$ cat config.mk
export PLATFORM = sky130hd
export DESIGN_NAME = ssp_uart_ctrl
export DESIGN_NICKNAME = d
export VERILOG_FILES = /design/src/rtl/ssp_uart_ctrl_pkg.sv /design/src/rtl/ssp_uart_ctrl_sck_gen.sv /design/src/rtl/ssp_uart_ctrl.sv
export SDC_FILE = /design/constraint.sdc
export NUM_CORES = 1
export LEC_CHECK = 0
export ABC_AREA = 1
export CAP_MARGIN = 40
export CORE_ASPECT_RATIO = 1.1
export CORE_MARGIN = 2
export CORE_UTILIZATION = 30
export CTS_CLUSTER_SIZE = 14
export DETAILED_ROUTE_END_ITERATION = 8
export PLACE_DENSITY = 0.6
export SYNTH_ARGS = -nofsm -noshare
export SYNTH_HDL_FRONTEND = slang
export SYNTH_SLANG_ARGS = --single-unit
export TNS_END_PERCENT = 5
$ cat constraint.sdc
create_clock -name Clk -period 1.7 [get_ports Clk]
set_clock_uncertainty 0.2 [all_clocks]
set_input_delay 0.34 -clock Clk [delete_from_list [all_inputs] [get_ports Clk]]
set_output_delay 0.34 -clock Clk [all_outputs]
set_load 0.05 [all_outputs]
$ cat src/rtl/ssp_uart_ctrl_pkg.sv
// Shared types and constants for the SSP_UART master sequencer.
package ssp_uart_ctrl_pkg;

    // Frame sequencer states, in the order a frame walks through them
    typedef enum logic [2:0] {
        IDLE  = 3'd0,
        SETUP = 3'd1,
        ADDR  = 3'd2,
        DATA  = 3'd3,
        DONE  = 3'd4,
        GAP   = 3'd5
    } state_t;

    // Frame layout: 3-bit RA + WnR header, then the data bits
    localparam int ADDR_BITS  = 4;
    localparam int DATA_BITS  = 12;
    localparam int FRAME_BITS = ADDR_BITS + DATA_BITS;

    // SSP_UART register map as seen on SSP_RA
    localparam logic [2:0] REG_THR = 3'd0;   // transmit holding
    localparam logic [2:0] REG_RHR = 3'd1;   // receive holding
    localparam logic [2:0] REG_USR = 3'd2;   // status
    localparam logic [2:0] REG_UCR = 3'd3;   // control
    localparam logic [2:0] REG_SPR = 3'd4;   // scratch
    localparam logic [2:0] REG_BRR = 3'd5;   // baud rate
    localparam logic [2:0] REG_IER = 3'd6;   // interrupt enable
    localparam logic [2:0] REG_ISR = 3'd7;   // interrupt status

    // Round-robin pick: a lone requester wins; on contention the port not
    // served last wins. Returns the winning port index.
    function automatic logic rr_pick(input logic req0, input logic req1,
                                     input logic last_served);
        if (req0 && req1)
            return ~last_served;
        return req1;
    endfunction

endpackage

$ cat src/rtl/ssp_uart_ctrl_sck_gen.sv
// SSP serial clock generator: half-period divider plus frame bit counter.
// A Start pulse arms one frame of FRAME_BITS bit periods; each period is
// SCK low for pSCK_DIV clocks then SCK high for pSCK_DIV clocks.
module ssp_sck_gen
    import ssp_uart_ctrl_pkg::*;
#(
    parameter int pSCK_DIV = 2
) (
    input  logic       Clk,
    input  logic       Rst,
    input  logic       Start,
    output logic       SCK,
    output logic [4:0] BitIdx,
    output logic       LastBit,
    output logic       PeriodEnd,
    output logic       FrameEnd
);

    localparam logic [7:0] DIV_LAST = 8'(pSCK_DIV - 1);
    localparam logic [4:0] BIT_LAST = 5'(FRAME_BITS - 1);

    logic       running;
    logic       half;       // 0 = low half of the bit period, 1 = high half
    logic [7:0] div_cnt;
    logic [4:0] bit_cnt;
    logic       half_end;

    assign half_end  = running && (div_cnt == DIV_LAST);
    assign PeriodEnd = half_end && half;
    assign FrameEnd  = PeriodEnd && (bit_cnt == BIT_LAST);
    assign SCK       = running && half;
    assign BitIdx    = bit_cnt;
    assign LastBit   = running && (bit_cnt == BIT_LAST);

    // Divider, half-period phase and bit counter; stops itself after the last bit
    always_ff @(posedge Clk or negedge Rst) begin
        if (!Rst) begin
            running <= 1'b0;
            half    <= 1'b0;
            div_cnt <= 8'd0;
            bit_cnt <= 5'd0;
        end else if (Start) begin
            running <= 1'b1;
            half    <= 1'b0;
            div_cnt <= 8'd0;
            bit_cnt <= 5'd0;
        end else if (running) begin
            if (half_end) begin
                div_cnt <= 8'd0;
                half    <= ~half;
                if (half) begin
                    if (bit_cnt == BIT_LAST) begin
                        running <= 1'b0;
                        bit_cnt <= 5'd0;
                    end else begin
                        bit_cnt <= bit_cnt + 5'd1;
                    end
                end
            end else begin
                div_cnt <= div_cnt + 8'd1;
            end
        end
    end

endmodule

$ cat src/rtl/ssp_uart_ctrl.sv
// SSP master sequencer with a two-port round-robin arbiter in front of the
// SSP_UART register interface. Each grant produces one 16-bit frame
// (RA, WnR, 12 data bits) and returns SSP_DO to the winner with an Ack.
module ssp_uart_ctrl
    import ssp_uart_ctrl_pkg::*;
#(
    parameter int pSCK_DIV = 2,
    parameter int pGAP     = 2
) (
    input  logic                 Clk,
    input  logic                 Rst,
    input  logic                 Req0,
    input  logic [2:0]           RA0,
    input  logic                 WnR0,
    input  logic [DATA_BITS-1:0] DI0,
    input  logic                 Req1,
    input  logic [2:0]           RA1,
    input  logic                 WnR1,
    input  logic [DATA_BITS-1:0] DI1,
    output logic                 Gnt0,
    output logic                 Gnt1,
    output logic                 Ack0,
    output logic                 Ack1,
    output logic [DATA_BITS-1:0] RdData,
    output logic                 Busy,
    output logic                 SSP_SSEL,
    output logic                 SSP_SCK,
    output logic [2:0]           SSP_RA,
    output logic                 SSP_WnR,
    output logic                 SSP_En,
    output logic                 SSP_EOC,
    output logic [DATA_BITS-1:0] SSP_DI,
    input  logic [DATA_BITS-1:0] SSP_DO
);

    localparam logic [4:0] ADDR_LAST = 5'(ADDR_BITS - 1);
    localparam logic [3:0] GAP_LAST  = (pGAP > 0) ? 4'(pGAP - 1) : 4'd0;

    state_t               state;
    state_t               state_nxt;
    logic                 win;          // port owning the current frame
    logic                 last_served;  // round-robin pointer
    logic                 pick;
    logic                 any_req;
    logic [3:0]           gap_cnt;
    logic [2:0]           ra_q;
    logic                 wnr_q;
    logic [DATA_BITS-1:0] di_q;
    logic [DATA_BITS-1:0] rd_q;

    logic                 sck_start;
    logic                 sck;
    logic [4:0]           bit_idx;
    logic                 last_bit;
    logic                 period_end;
    logic                 frame_end;

    assign any_req   = Req0 | Req1;
    assign pick      = rr_pick(Req0, Req1, last_served);
    assign sck_start = (state == SETUP);

    assign SSP_RA  = ra_q;
    assign SSP_WnR = wnr_q;
    assign SSP_DI  = di_q;
    assign RdData  = rd_q;

    ssp_sck_gen #(
        .pSCK_DIV (pSCK_DIV)
    ) u_sck_gen (
        .Clk       (Clk),
        .Rst       (Rst),
        .Start     (sck_start),
        .SCK       (sck),
        .BitIdx    (bit_idx),
        .LastBit   (last_bit),
        .PeriodEnd (period_end),
        .FrameEnd  (frame_end)
    );

    // State register; reset aborts any frame in flight
    always_ff @(posedge Clk or negedge Rst) begin
        if (!Rst)
            state <= IDLE;
        else
            state <= state_nxt;
    end

    // Frame sequencing: header bits end on the 4th period end, frame on the 16th
    always_comb begin
        state_nxt = state;
        unique case (state)
            IDLE:    if (any_req) state_nxt = SETUP;
            SETUP:   state_nxt = ADDR;
            ADDR:    if (period_end && (bit_idx == ADDR_LAST)) state_nxt = DATA;
            DATA:    if (frame_end) state_nxt = DONE;
            DONE:    state_nxt = (pGAP == 0) ? IDLE : GAP;
            GAP:     if (gap_cnt == GAP_LAST) state_nxt = IDLE;
            default: state_nxt = IDLE;
        endcase
    end

    // Per-state strobes and SSP control lines
    always_comb begin
        Gnt0     = 1'b0;
        Gnt1     = 1'b0;
        Ack0     = 1'b0;
        Ack1     = 1'b0;
        Busy     = 1'b1;
        SSP_SSEL = 1'b0;
        SSP_SCK  = 1'b0;
        SSP_En   = 1'b0;
        SSP_EOC  = 1'b0;
        unique case (state)
            IDLE: begin
                Busy = 1'b0;
            end
            SETUP: begin
                Gnt0     = ~win;
                Gnt1     = win;
                SSP_SSEL = 1'b1;
            end
            ADDR: begin
                SSP_SSEL = 1'b1;
                SSP_SCK  = sck;
            end
            DATA: begin
                SSP_SSEL = 1'b1;
                SSP_SCK  = sck;
                SSP_En   = 1'b1;
                SSP_EOC  = last_bit;
            end
            DONE: begin
                Ack0 = ~win;
                Ack1 = win;
            end
            GAP: begin
                Busy = 1'b1;
            end
            default: begin
                Busy = 1'b0;
            end
        endcase
    end

    // Arbitration: the winner's fields are latched as IDLE hands over to
    // SETUP, so SSP_RA/WnR/DI hold from SETUP until the next SETUP
    always_ff @(posedge Clk or negedge Rst) begin
        if (!Rst) begin
            win         <= 1'b0;
            last_served <= 1'b1;
            ra_q        <= 3'd0;
            wnr_q       <= 1'b0;
            di_q        <= '0;
        end else if ((state == IDLE) && any_req) begin
            win   <= pick;
            ra_q  <= pick ? RA1  : RA0;
            wnr_q <= pick ? WnR1 : WnR0;
            di_q  <= pick ? DI1  : DI0;
        end else if (state == SETUP) begin
            last_served <= win;
        end
    end

    // Read-back capture on the last clock of the frame so RdData is valid with Ack
    always_ff @(posedge Clk or negedge Rst) begin
        if (!Rst)
            rd_q <= '0;
        else if ((state == DATA) && frame_end)
            rd_q <= SSP_DO;
    end

    // Inter-frame gap counter
    always_ff @(posedge Clk or negedge Rst) begin
        if (!Rst)
            gap_cnt <= 4'd0;
        else if (state == DONE)
            gap_cnt <= 4'd0;
        else if (state == GAP)
            gap_cnt <= gap_cnt + 4'd1;
    end

endmodule

# --- Word level (Yosys, flattened, before mapping) ---
# Index checks and enable logic that the tools add are counted.
classes:
  addsub: 3
  n_eq_ne: 13
  muxes: 38
  bitwise: 5
  n_reduce_logical: 21
op_table:
  columns: ["op", "n"]
  rows:
  - ["5-bit 2-to-1 mux", 5]
  - ["8-bit 2-to-1 mux", 3]
  - ["1-bit 2-to-1 mux", 21]
  - ["3-bit one-hot mux with 6 select lines", 1]
  - ["3-bit 2-to-1 mux", 5]
  - ["12-bit 2-to-1 mux", 1]
  - ["1-bit logical AND", 9]
  - ["8-bit by 1-bit adder with 8-bit output (second input constant)", 1]
  - ["8-bit by 1-bit equality test with 1-bit output (second input constant)", 1]
  - ["4-bit 2-to-1 mux", 2]
  - ["2-bit != test (second input constant)", 4]
  - ["2-bit nonzero test", 4]
  - ["3-bit by 2-bit equality test with 1-bit output (second input constant)", 2]
  - ["3-bit equality test (second input constant)", 2]
  - ["5-bit by 1-bit adder with 5-bit output (second input constant)", 1]
  - ["5-bit by 2-bit equality test with 1-bit output (second input constant)", 1]
  - ["5-bit by 4-bit equality test with 1-bit output (second input constant)", 1]
  - ["5-bit OR reduction", 1]
  - ["4-bit by 1-bit adder with 4-bit output (second input constant)", 1]
  - ["4-bit by 1-bit equality test with 1-bit output (second input constant)", 1]
  - ["1-bit inverter", 4]
  - ["2-bit AND reduction", 2]
  - ["4-bit AND reduction", 1]
  - ["3-bit by 1-bit equality test with 1-bit output (second input constant)", 1]
  - ["other kinds (5)", 5]
totals:
  regBits: 52
  inputBits: 48
  output_inout_bits: 37

# --- Longest topological paths before layout ---
depth:
  ltp_word: 6
  mapped_depth: 12
  ltp_nobuf: 11

# --- Hierarchy ---
# A second synthesis with hierarchy kept.
hier_totals:
  hier_cells: 346
  hier_area_um2: 2762.6
by_module_without_submodules:
  columns: ["module", "instances", "cells_each", "area_per_inst_um2"]
  rows:
  - ["ssp_uart_ctrl", 1, 221, 1821.7]
  - ["ssp_sck_gen", 1, 125, 940.9]

# --- Worst setup path after synthesis ---
# OpenSTA, ideal clock, no wires.
synth_path:
  path_type: "flip-flop to output port"
  from: "register state[2]"
  to: "output SSP_EOC"
  arrival_time_ps: 1927
  t_required_ps: 1160
  setup_slack_ps: -767
  path_stages_with_launch: 6
  n_path_buf: 0
  cell_sequence: "dfrtp_1 -> inv_2 -> nand2_1 -> nor2_4 -> inv_1 -> nor3_1"
synth_between:
  elab_chain_cells: 2
synth_rtl:
  columns: ["element", "line", "text"]
  rows:
  - ["start, declared", "ssp_uart_ctrl.sv:39", "state_t state;"]
  - ["start signal, assigned", "ssp_uart_ctrl.sv:85", "state <= state_nxt;"]
  - ["3-bit by 2-bit equality test with 1-bit output", "ssp_uart_ctrl.sv:113", "unique case (state)"]
  - ["1-bit 2-to-1 mux", "ssp_uart_ctrl.sv:113", null]
  - ["end, declared", "ssp_uart_ctrl.sv:31", "output logic SSP_EOC,"]
# Every way passes these cells.

# --- Worst setup path after layout ---
layout_path:
  from: "register u_sck_gen.bit_cnt[1], in the netlist u_sck_gen.BitIdx[1]"
  to: "output SSP_EOC"
layout_between:
  elab_chain_cells: 3
layout_rtl:
  columns: ["element", "line", "text"]
  rows:
  - ["start, declared", "ssp_uart_ctrl_sck_gen.sv:25", "logic [4:0] bit_cnt;"]
  - ["start signal, assigned", "ssp_uart_ctrl_sck_gen.sv:56", "bit_cnt <= bit_cnt + 5'd1;"]
  - ["5-bit by 4-bit equality test with 1-bit output", "ssp_uart_ctrl_sck_gen.sv:33", "assign LastBit = running && (bit_cnt == BIT_LAST);"]
  - ["1-bit logical AND", "ssp_uart_ctrl_sck_gen.sv:33", null]
  - ["1-bit 2-to-1 mux", "ssp_uart_ctrl.sv:113", null]
# Every way passes these cells.

==> results.tsv <==
stage	metric	value	unit
status	status	finished, violations left	
status	violations	negative setup slack	
synthesis	synth_compound_area_frac	0.135	
setup_path	cp-start-kind	flip-flop	
floorplanning	die_w	92.0	µm
sta	hold_violations	0	
layout	final_util	0.526	
job	cap_violations	0	
clock_network	root_buffer	clkbuf_8	
synthesis	synth_top_area_share	0.499	
layout	n_antenna_cell	0	
floorplanning	die_area	9280	µm²
synthesis	synthMuxAreaShare	0.00391	
setup_path	r2r_setup_slack	0	ns
clock_network	clk_pin_slew	0.09	ns
min_path	hold_path_depth	1	
routing	postRouteAntennaNets	0	
routing	drt-pass1-iter-count	4	
routing	route.detailed.drc	0	
synthesis	syn-cell-area	2560	µm²
synthesis	synth-simple-area-share	0.258	
global_routing	first_global_vias	2422	
synthesis	ys_types	29	
floorplanning	rows	35	
synthesis	post-synth-top-area-cell	dfrtp_1	
layout	fin_area	4380	µm²
power	power	6.74	mW
setup_path	path_max_fanout	2	
placed_design	io_buffer_count	84	
synthesis	synth_fp_nets	369	
power	ir_worst_vdd	0.849	mV
setup_path	cp.arrival	1.50	ns
global_routing	grt_pass1_wl	11.1	mm
placed_design	gp_congestion	0.846	
power	leakage	1.99	nW
setup_path	worstPathRequired	1.16	ns
setup_path	cp_cell_sequence	ha_4, nand3_4, nor2_4, inv_2, nor3_4, buf_12	
setup_path	crit_type	flip-flop to primary output	
sta	holdWs	0.272	ns
sta	fin_crit	2.04	ns
routing	drt-total-wl	6.68	mm
floorplanning	die_y	101	µm
synthesis	syn_area_per_cell	8.09	µm²
sta	timing.final.crit_share	1.20	
synthesis	ys.warnings.count	0	
min_path	hp-class	flip-flop to flip-flop	
layout	final_nets	489	
placed_design	hpwl	5.17	mm
setup_path	crit-reg2reg-launch	u_sck_gen.div_cnt[1]$_DFFE_PN0P_	
synthesis	synthCells	316	
setup_path	slowest_delay	0.40	ns
global_routing	met1_usage	0.174	
min_path	hp-start	gap_cnt[3]$_DFFE_PN0P_	
synthesis	synth_top_family_by_area	simple AND/OR/NAND/NOR gates	
sta	rsz0062_at_grt	true	
sta	clock.fmax	491	MHz
synthesis	synth_fa_ha_area_frac	0.0245	
clock_network	cts_sinks	52	
synthesis	ys_seq_elements	52	
floorplanning	fp.coreArea	8320	µm²
floorplanning	io_pins	85	
floorplanning	start_util	0.307	
layout	area_growth	71.2	%
global_routing	antenna_found_initial	0	
setup_path	cp-end-kind	primary output	
setup_path	reg2reg_depth	10	
min_path	worstHoldEndpoint	gap_cnt[3]$_DFFE_PN0P_	
setup_path	reg2reg_to	state[0]$_DFFE_PN0P_	
clock_network	tritoncts	yes	
routing	drt-initial-drc-count	91	
power	p_per_area	1540	nW/µm²
placed_design	postPlaceCellArea	4120	µm²
global_routing	met3_usage	0.0598	
sta	setup_viol	9	
sta	worst_pin_slew	0.279	ns
global_routing	use_met2	0.255	
routing	vias	2468	
synthesis	ys_seq_area_frac	0.509	
global_routing	grt-ovfl-total	0	
synthesis	synthTopCellsByArea	dfrtp_1, nand2_1, o21ai_0	
layout	layout-drive-gt1-share	0.270	
routing	viasPerCell	4.50	
clock_network	cts_buffer_depth	2	
sta	setup_slack	-0.336	ns
global_routing	grt_max_degree	53	
clock_network	h-tree-depth	2	
clock_network	insertion_delay	0.31	ns
global_routing	grt_busiest_layer	met2	
sta	drv_slew	0	
clock_network	cts_buffers	5	
synthesis	synthXorXnorAreaFrac	0.00685	
global_routing	grt_usage	0.150	
routing	wl_per_cell	12.2	µm
setup_path	slowest_stage	dfrtp_1	
sta	relSlewSlack	0.813	
sta	tns	-1.60	ns
==> where the power goes <==
| part | leakage (nW) | switching, mW | internal (mW) |
|---|---|---|---|
| sequential | 0.610 | 0.371 | 1.59 |
| combinational | 1.34 | 2.20 | 1.85 |
| clock | 0.0455 | 0.395 | 0.333 |
==> critical path: cells and delay by family, from the launching register on <==
kind	cells	cell delay [ns]
AND/OR/NAND/NOR	3	0.40
buffers and inverters	2	0.22
flip-flops	1	0.40
adder cells (fa/ha/maj)	1	0.17
==> worst max-delay path by stage <==
stage                                          from                    to  slack, ns  cells past startpoint
floorplan                      state[2]$_DFFE_PN0P_                  Ack0      -0.20                      4
global placement                               Req1  state[2]$_DFFE_PN0P_      -0.03                      6
detailed placement                             Req0   SSP_WnR$_DFFE_PN0P_      -0.13                      6
CTS                 u_sck_gen.BitIdx[0]$_DFFE_PN0P_               SSP_EOC      -0.32                      6
global route        u_sck_gen.BitIdx[1]$_DFFE_PN0P_               SSP_EOC      -0.39                      6
finish              u_sck_gen.BitIdx[1]$_DFFE_PN0P_               SSP_EOC      -0.34                      6
==> timing repair <==
action,CTS,global route
setup buffers,0,5
resized for setup,12,24
pin swaps,0,7
endpoints found under the setup margin,23,42
hold buffers,1,0
hold endpoints to repair,51,0
==> stage by stage <==
stage	setup slack (ns)	instances
after floorplan	-0.204	316
after global placement	-0.0318	534
after detailed placement	-0.129	534
after CTS	-0.318	543
after global routing	-0.389	548
final	-0.336	548
==> placed cells by master (no fill, tap or decap), types with 15 or more instances in the layout <==
cell type / n
buf_12: 38
buf_4: 32
clkdlybuf4s50_1: 46
dfrtp_1: 49
inv_1: 21
nand2_1: 70
nand3_1: 23
nor2_1: 30
o21ai_0: 31
o21ai_1: 15
==> cell usage after synthesis, drive strengths merged <==
library cell and n:
a21oi 14, a31oi 2, buf 5, clkbuf 3, clkinv 1, dfrtp 51, dfstp 1, ha 5
inv 29, mux2i 1, nand2 77, nand3 26, nand4 3, nor2 41, nor3 5, o211ai 1
o21ai 46, o22ai 2, or2 1, xor2 2
==> cell type report <==
cell class / instances / area [µm²]
flip-flops and latches: 52 / 1310
well taps: 111 / 139
inverters: 30 / 115
multi-input cells: 226 / 1220
repair buffers: 121 / 1510
clock buffers: 8 / 90.1
fillers: 774 / 3940
==> state kept, by name (all words and copies together), names as in the netlist <==
signal             flops
RdData                12
SSP_DI                12
u_sck_gen.div_cnt      8
u_sck_gen.BitIdx       5
gap_cnt                4
SSP_RA                 3
state                  3
SSP_WnR                1
last_served            1
u_sck_gen.half         1
u_sck_gen.running      1
win                    1
==> layer usage <==
layer / vias to the layer above / share of wire / wire, µm
met1: 1096 / 0.43 / 2850
met5: - / 0 / 0
met4: 0 / 0.014 / 94
met2: 91 / 0.46 / 3090
met3: 8 / 0.096 / 642
li1: 1273 / - / -
==> cells by family after synthesis <==
group | after synthesis
buf+inv | 38
compound gates | 65
fa+ha+maj | 5
flops | 52
simple gates | 153
xor+xnor | 2
mux | 1
Power figures use the tool's default switching activity.
